===== src/rtl/n_bit_counter.sv =====
// Prescaled up/down counter with modulo range, wrap or saturate at the
// limit, synchronous clamped load and a one-cycle terminal-count pulse.
//
// Parameters:
//   WIDTH      : counter width in bits (1..32)
//   MODULO     : count range is 0..MODULO-1 (2..2^WIDTH)
//   PRESC_BITS : prescaler width (1..32); one count step per 2^PRESC_BITS
//                enabled cycles
module n_bit_counter #(
    parameter int unsigned     WIDTH      = 4,
    parameter longint unsigned MODULO     = 16,
    parameter int unsigned     PRESC_BITS = 22
) (
    input  logic             clk_in,
    input  logic             rst_in,
    input  logic             en_in,
    input  logic             up_in,
    input  logic             mode_in,
    input  logic             load_in,
    input  logic [WIDTH-1:0] load_data_in,
    output logic [WIDTH-1:0] data,
    output logic             tc_out
);

    // Largest legal count value and small typed constants.
    localparam logic [WIDTH-1:0]      MAX_VAL = WIDTH'(MODULO - 1);
    localparam logic [WIDTH-1:0]      ZERO    = '0;
    localparam logic [WIDTH-1:0]      ONE     = WIDTH'(1);
    localparam logic [PRESC_BITS-1:0] P_MAX   = '1;
    localparam logic [PRESC_BITS-1:0] P_ONE   = PRESC_BITS'(1);

    // When MODULO fills the whole WIDTH range no load value can be out of
    // range, so the clamp comparator is omitted.
    localparam bit FULL_RANGE = (MODULO == (64'd1 << WIDTH));

    logic [PRESC_BITS-1:0] presc_q, presc_d;
    logic [WIDTH-1:0]      data_q, data_d;
    logic                  tc_q, tc_d;
    logic                  tick;
    logic                  at_term;
    logic [WIDTH-1:0]      load_val;

    // Clamp the load value into 0..MODULO-1.
    generate
        if (FULL_RANGE) begin : g_no_clamp
            assign load_val = load_data_in;
        end else begin : g_clamp
            assign load_val = (load_data_in > MAX_VAL) ? MAX_VAL : load_data_in;
        end
    endgenerate

    // Tick fires on the enabled edge at which the prescaler is all-ones.
    assign tick = en_in && (presc_q == P_MAX);

    // Terminal value depends on the direction sampled at the tick edge.
    assign at_term = up_in ? (data_q == MAX_VAL) : (data_q == ZERO);

    // Next-state logic: load beats tick, tick beats hold.
    always_comb begin
        presc_d = presc_q;
        data_d  = data_q;
        tc_d    = 1'b0;
        if (load_in) begin
            presc_d = '0;
            data_d  = load_val;
        end else begin
            if (en_in) begin
                presc_d = presc_q + P_ONE;
            end
            if (tick) begin
                if (!at_term) begin
                    data_d = up_in ? (data_q + ONE) : (data_q - ONE);
                end else begin
                    // Terminal pulse on every tick at the limit, wrap or hold.
                    tc_d = 1'b1;
                    if (!mode_in) begin
                        data_d = up_in ? ZERO : MAX_VAL;
                    end
                end
            end
        end
    end

    // State registers; reset clears everything without waiting for a clock.
    always_ff @(posedge clk_in or posedge rst_in) begin
        if (rst_in) begin
            presc_q <= '0;
            data_q  <= '0;
            tc_q    <= 1'b0;
        end else begin
            presc_q <= presc_d;
            data_q  <= data_d;
            tc_q    <= tc_d;
        end
    end

    assign data   = data_q;
    assign tc_out = tc_q;

endmodule


===== config.mk =====
export PLATFORM = sky130hd
export DESIGN_NAME = n_bit_counter
export DESIGN_NICKNAME = d
export VERILOG_FILES = /design/src/rtl/n_bit_counter.sv
export SDC_FILE = /design/constraint.sdc
export NUM_CORES = 1
export LEC_CHECK = 0
export BUFFER_PORTS_ARGS = -buffer_cell sky130_fd_sc_hd__buf_2
export CAP_MARGIN = 10
export CORE_MARGIN = 2
export CORE_UTILIZATION = 30
export CTS_CLUSTER_SIZE = 28
export DETAILED_ROUTE_END_ITERATION = 7
export GPL_TIMING_DRIVEN = 0
export HOLD_SLACK_MARGIN = 0.05
export PLACE_DENSITY = 0.49
export RECOVER_POWER = 25
export SLEW_MARGIN = 20
export SYNTH_ARGS = -nofsm -noshare
export SYNTH_HDL_FRONTEND = slang
export SYNTH_SLANG_ARGS = --single-unit

===== constraint.sdc =====
create_clock -name clk_in -period 3.3 [get_ports clk_in]
set_clock_uncertainty 0.1 [all_clocks]
set_input_delay 0.495 -clock clk_in [delete_from_list [all_inputs] [get_ports clk_in]]
set_output_delay 0.495 -clock clk_in [all_outputs]
set_load 0.05 [all_outputs]

==> Word-level counts from Yosys, hierarchy flattened <==
Cells that the tools add are included.
{ "word_totals": {"reg_bits": 27, "inputBits": 10, "out_inout_bits": 5, "word_cells": 26} }
{ "op_classes": {"addsub": 3, "n_eq_ne": 3, "mux": 12, "n_reduce_logical": 5} }
{ "op_table": {"columns": ["operator", "n"], "rows": [
  ["$mux 22", 2],
  ["$mux 4", 6],
  ["$add 22x1->22 const B", 1],
  ["$eq 22x22->1 const B", 1],
  ["$add 4x1->4 const B", 1],
  ["$eq 4x4->1 const B", 1],
  ["$logic_not 4->1", 1],
  ["$mux 1", 4],
  ["$reduce_bool 2->1", 2],
  ["$sub 4x1->4 const B", 1],
  ["$ne 3x3->1 const B", 1],
  ["$reduce_and 2->1", 1],
  ["$logic_and 1x1->1", 1]
]} }

==> Longest topological paths before layout <==
{ "logic_depth": {"word_depth": 5, "ltp_mapped": 7, "ltp_nobuf": 7} }

==> Least setup slack after synthesis <==
OpenSTA, ideal clock, no wires.
{ "synth_timing": {"kind": "register to register", "start": "reg data_q[1], in the netlist data[1]", "end": "reg data_q[3], in the netlist data[3]", "arrival_ns": 1.818, "required_ns": 3.072, "path_slack_ns": 1.255, "path_stages_with_launch": 7, "n_path_buf": 0, "period_less_slack_ns": 2.045, "path_cell_list": "dfrtp_1 > ha_1 > a21o_1 > a21oi_1 > xnor2_1 > a221oi_1 > mux2_1"} }
{ "synth_between": {"elab_chain_cells": 5} }
{ "synth_rtl": {"columns": ["item", "line_no", "rtl"], "rows": [
  ["start, declared", "37", "logic [WIDTH-1:0] data_q, data_d;"],
  ["start signal, assigned", "92", "data_q <= data_d;"],
  ["$sub 4x1->4 (tied with other cells)", "72", "data_d = up_in ? (data_q + ONE) : (data_q - ONE);"],
  ["$mux 4 / $mux 1 (equally long branches)", "72, 56", null],
  ["$mux 4", "71", "if (!at_term) begin"],
  ["$mux 4", "70", "if (tick) begin"],
  ["$mux 4", "63", "if (load_in) begin"]
]} }
Several ways; a longest one is shown, not always the timed one. The select of a mux whose other input is x is not followed.
A chain may end at the register's enable or synchronous reset.

==> Worst setup path in the final report <==
{ "layout_timing": {"start": "reg presc_q[0]", "end": "reg data_q[3], in the netlist data[3]"} }
{ "layout_between": {"elab_chain_cells": 4} }
{ "layout_rtl": {"columns": ["item", "line_no", "rtl"], "rows": [
  ["start, declared", "36", "logic [PRESC_BITS-1:0] presc_q, presc_d;"],
  ["start signal, assigned", "91", "presc_q <= presc_d;"],
  ["$eq 22x22->1", "53", "assign tick = en_in && (presc_q == P_MAX);"],
  ["$logic_and 1x1->1", "53", null],
  ["$reduce_bool 2->1 (no line)", null, null],
  ["$reduce_and 2->1 (no line)", null, null]
]} }
Every way passes these cells.

==> flow_summary.json <==
{
  "grt_usage": 0.132,
  "p_sw_frac": 0.293,
  "htree_levels": 1,
  "dr_total_vias": 1244,
  "comb_power_share": 0.159,
  "drc": 0,
  "seq_area_frac_synth": 0.445,
  "final_area_mm2": 0.00172,
  "slowest_delay_ns": 0.69,
  "power.switching_mw": 0.192,
  "die_h_um": 75.2,
  "cts_resized": 0,
  "firstDrtPassIters": 4,
  "syn_area_per_cell_um2": 9.21,
  "grt_pass1_wl_um": 5820,
  "cp-end-kind": "register",
  "cts_sinks": 27,
  "placedCellCount": 245,
  "grt_overflow": 0,
  "maxCapViolations": 0,
  "avgRoutedWirePerCell_um": 13.1,
  "worst_setup_path_start_kind": "register",
  "clock_power_share": 0.300,
  "r2r_cells": 5,
  "synthToLayoutAreaGrowth_pct": 13.0,
  "power_mw": 0.653,
  "ys_types": 32,
  "min_delay_path_depth": 2,
  "ir_drop_uv": 147,
  "start_util": 0.315,
  "die_area_mm2": 0.00565,
  "final_nets": 197,
  "cp.arrival_ns": 2.22,
  "pre_cts_slack_ns": 1.11,
  "synth_area_mm2": 0.00152,
  "ys_seq_elements": 27,
  "core_mm2": 0.00482,
  "drive_gt1_frac": 0.121,
  "layout.cells.non_filler": 249,
  "cts_hold_buf": 0,
  "drtAntennaViolNets": 0,
  "worstSkewPairLatency_ns": 0.27,
  "gp_congestion": 0.764,
  "syn_nets": 179,
  "worst-slew-pin-transition_ns": 1.06,
  "drt-total-wl_um": 3260,
  "setup_viol": 0,
  "fillers": 522,
  "crit_chain": "ha_1 -> nand2_1 -> nor4_1 -> a21oi_1 -> mux2_1",
  "diodes": 0,
  "viasPerCell": 5.00,
  "clk_pin_slew_ns": 0.10,
  "period_share": 0.654,
  "p_leak_nw": 0.678,
  "crit_path_max_fanout": 5,
  "die_width_um": 75.2,
  "root_buffer": "clkbuf_8",
  "status": "completed",
  "min_period_ns": 2.16,
  "antenna_found_initial": 0,
  "p_per_area_mw_per_mm2": 381,
  "maxSlewHeadroom": 0.291,
  "cp.required_ns": 3.36,
  "hold_viol": 0,
  "slew_violations": 0,
  "synthCells": 165,
  "finalSetupTns_ns": 0,
  "cts_buffer_depth": 2,
  "grt_pass1_vias": 1287,
  "cts_tree": "yes",
  "drtIter0Drc": 44,
  "dp_hpwl_um": 2370,
  "rsz0062_at_grt": "no",
  "hold_ws_ns": 0.350,
  "placed_area_mm2": 0.00167,
  "seqPwrFrac": 0.542,
  "cts_setup_buffers": 0,
  "cpMaxStageDelayCell": "nor4_1",
  "grt_max_degree": 28,
  "port_buffers": 13,
  "fmax_mhz": 464,
  "fin_ws_ns": 1.14,
  "p_int_mw": 0.462,
  "ios": 15,
  "min_path_type": "in -> reg",
  "cts_buffers": 3,
  "final_core_util": 0.356,
  "path_class": "reg -> reg",
  "std_cell_rows": 25,
  "yosys_warnings": 0
}
per-layer routing:
layer | GRT usage | share of wire | vias up
met3 | 0.0214 | 0.033 | 2
li1 | - | - | 617
met2 | 0.236 | 0.48 | 16
met1 | 0.169 | 0.48 | 609
met5 | 0 | 0 | -
met4 | 0.0234 | 0.0025 | 0
sequential cells by signal (all words and copies together), names as in the netlist:
name and count:
data 4, presc_q 22, tc_out 1
placed cells by master (no fill, tap or decap), types with 4 or more instances in the layout:
| cell | instances |
|---|---|
| o21ai_0 | 7 |
| or3_1 | 5 |
| nand4_1 | 8 |
| dfrtp_1 | 27 |
| nand3_1 | 7 |
| xnor2_1 | 16 |
| nor2_1 | 23 |
| nor3_1 | 8 |
| a21oi_1 | 12 |
| buf_2 | 16 |
| inv_1 | 9 |
| nor4_1 | 4 |
| nand2_1 | 7 |
critical path, delay by kind of cell, from the launching register on:
kind	cells	cell delay, ns
multiplexers	1	0.34
flip-flops	1	0.42
AND/OR/NAND/NOR	2	0.79
AO/OA/AOI/OAI	1	0.18
adder cells (fa/ha/maj)	1	0.22
path summary, 6_finish.rpt:
| kind | startpoint | slack (ns) | to |
|---|---|---|---|
| min in group asynchronous | rst_in | 0.37 | presc_q[16]$_DFFE_PP0P_ |
| worst min-delay path | load_data_in[1] | 0.35 | data[1]$_DFFE_PP0P_ |
| worst max-delay path | presc_q[0]$_DFFE_PP0P_ | 1.14 | data[3]$_DFFE_PP0P_ |
| worst min register to register | presc_q[16]$_DFFE_PP0P_ | 0.46 | presc_q[16]$_DFFE_PP0P_ |
| max in group asynchronous | rst_in | 2.09 | presc_q[17]$_DFFE_PP0P_ |
| worst max register to register | presc_q[0]$_DFFE_PP0P_ | 1.14 | data[3]$_DFFE_PP0P_ |
cell families after synthesis:
family,count (synthesis),synth area share
xor gates and xnor gates,19,0.110
adders and majority gates,4,0.0379
and+or+nand+nor,71,0.237
DFF,27,0.445
muxes,2,0.0140
buffers and inverters,15,0.0395
AOI/OAI and AO/OA,27,0.117
power by group through the flow:
stage,clock network [mW],logic (mW),registers [mW]
after floorplan,0,0.0547,0.382
after global placement,0,0.103,0.360
after detailed placement,0,0.105,0.361
after CTS,0.204,0.105,0.354
after global routing,0.222,0.114,0.357
final,0.196,0.104,0.354
cell usage after synthesis:
cell type	n	area share
ha_1	3	0.025
or3_1	5	0.021
a21o_1	1	0.0049
xor2_1	3	0.017
mux2i_1	1	0.0066
xnor2_1	16	0.092
buf_2	3	0.0099
a221o_1	2	0.013
a211oi_2	1	0.0082
nand4_1	8	0.033
o311ai_0	1	0.0058
dfrtp_1	27	0.44
and2_1	1	0.0041
inv_1	9	0.022
nor4_1	4	0.016
nand3_1	7	0.023
fa_1	1	0.013
nor2_1	23	0.057
clkbuf_1	3	0.0074
or4_1	2	0.0099
a21oi_1	12	0.040
and3_1	1	0.0041
o211a_1	1	0.0066
and4_1	2	0.012
nand2_1	7	0.017
nand4b_1	1	0.0058
nor3_1	8	0.026
o21ai_0	7	0.023
o2111ai_2	1	0.0099
nand2b_1	2	0.0082
mux2_1	1	0.0074
a221oi_1	1	0.0058
cell type report:
type	instances	area [um^2]	share of cell area
buffer	6	26.3	0.0153
clock buffer	3	41.3	0.0241
clock inverter	1	7.51	0.00437
inverter	9	33.8	0.0197
multi-input combinational	123	783	0.456
sequential	27	676	0.394
tap	67	83.8	0.0488
timing repair buffer	13	65.1	0.0379
Note: power is estimated with default switching activity, not from simulation.
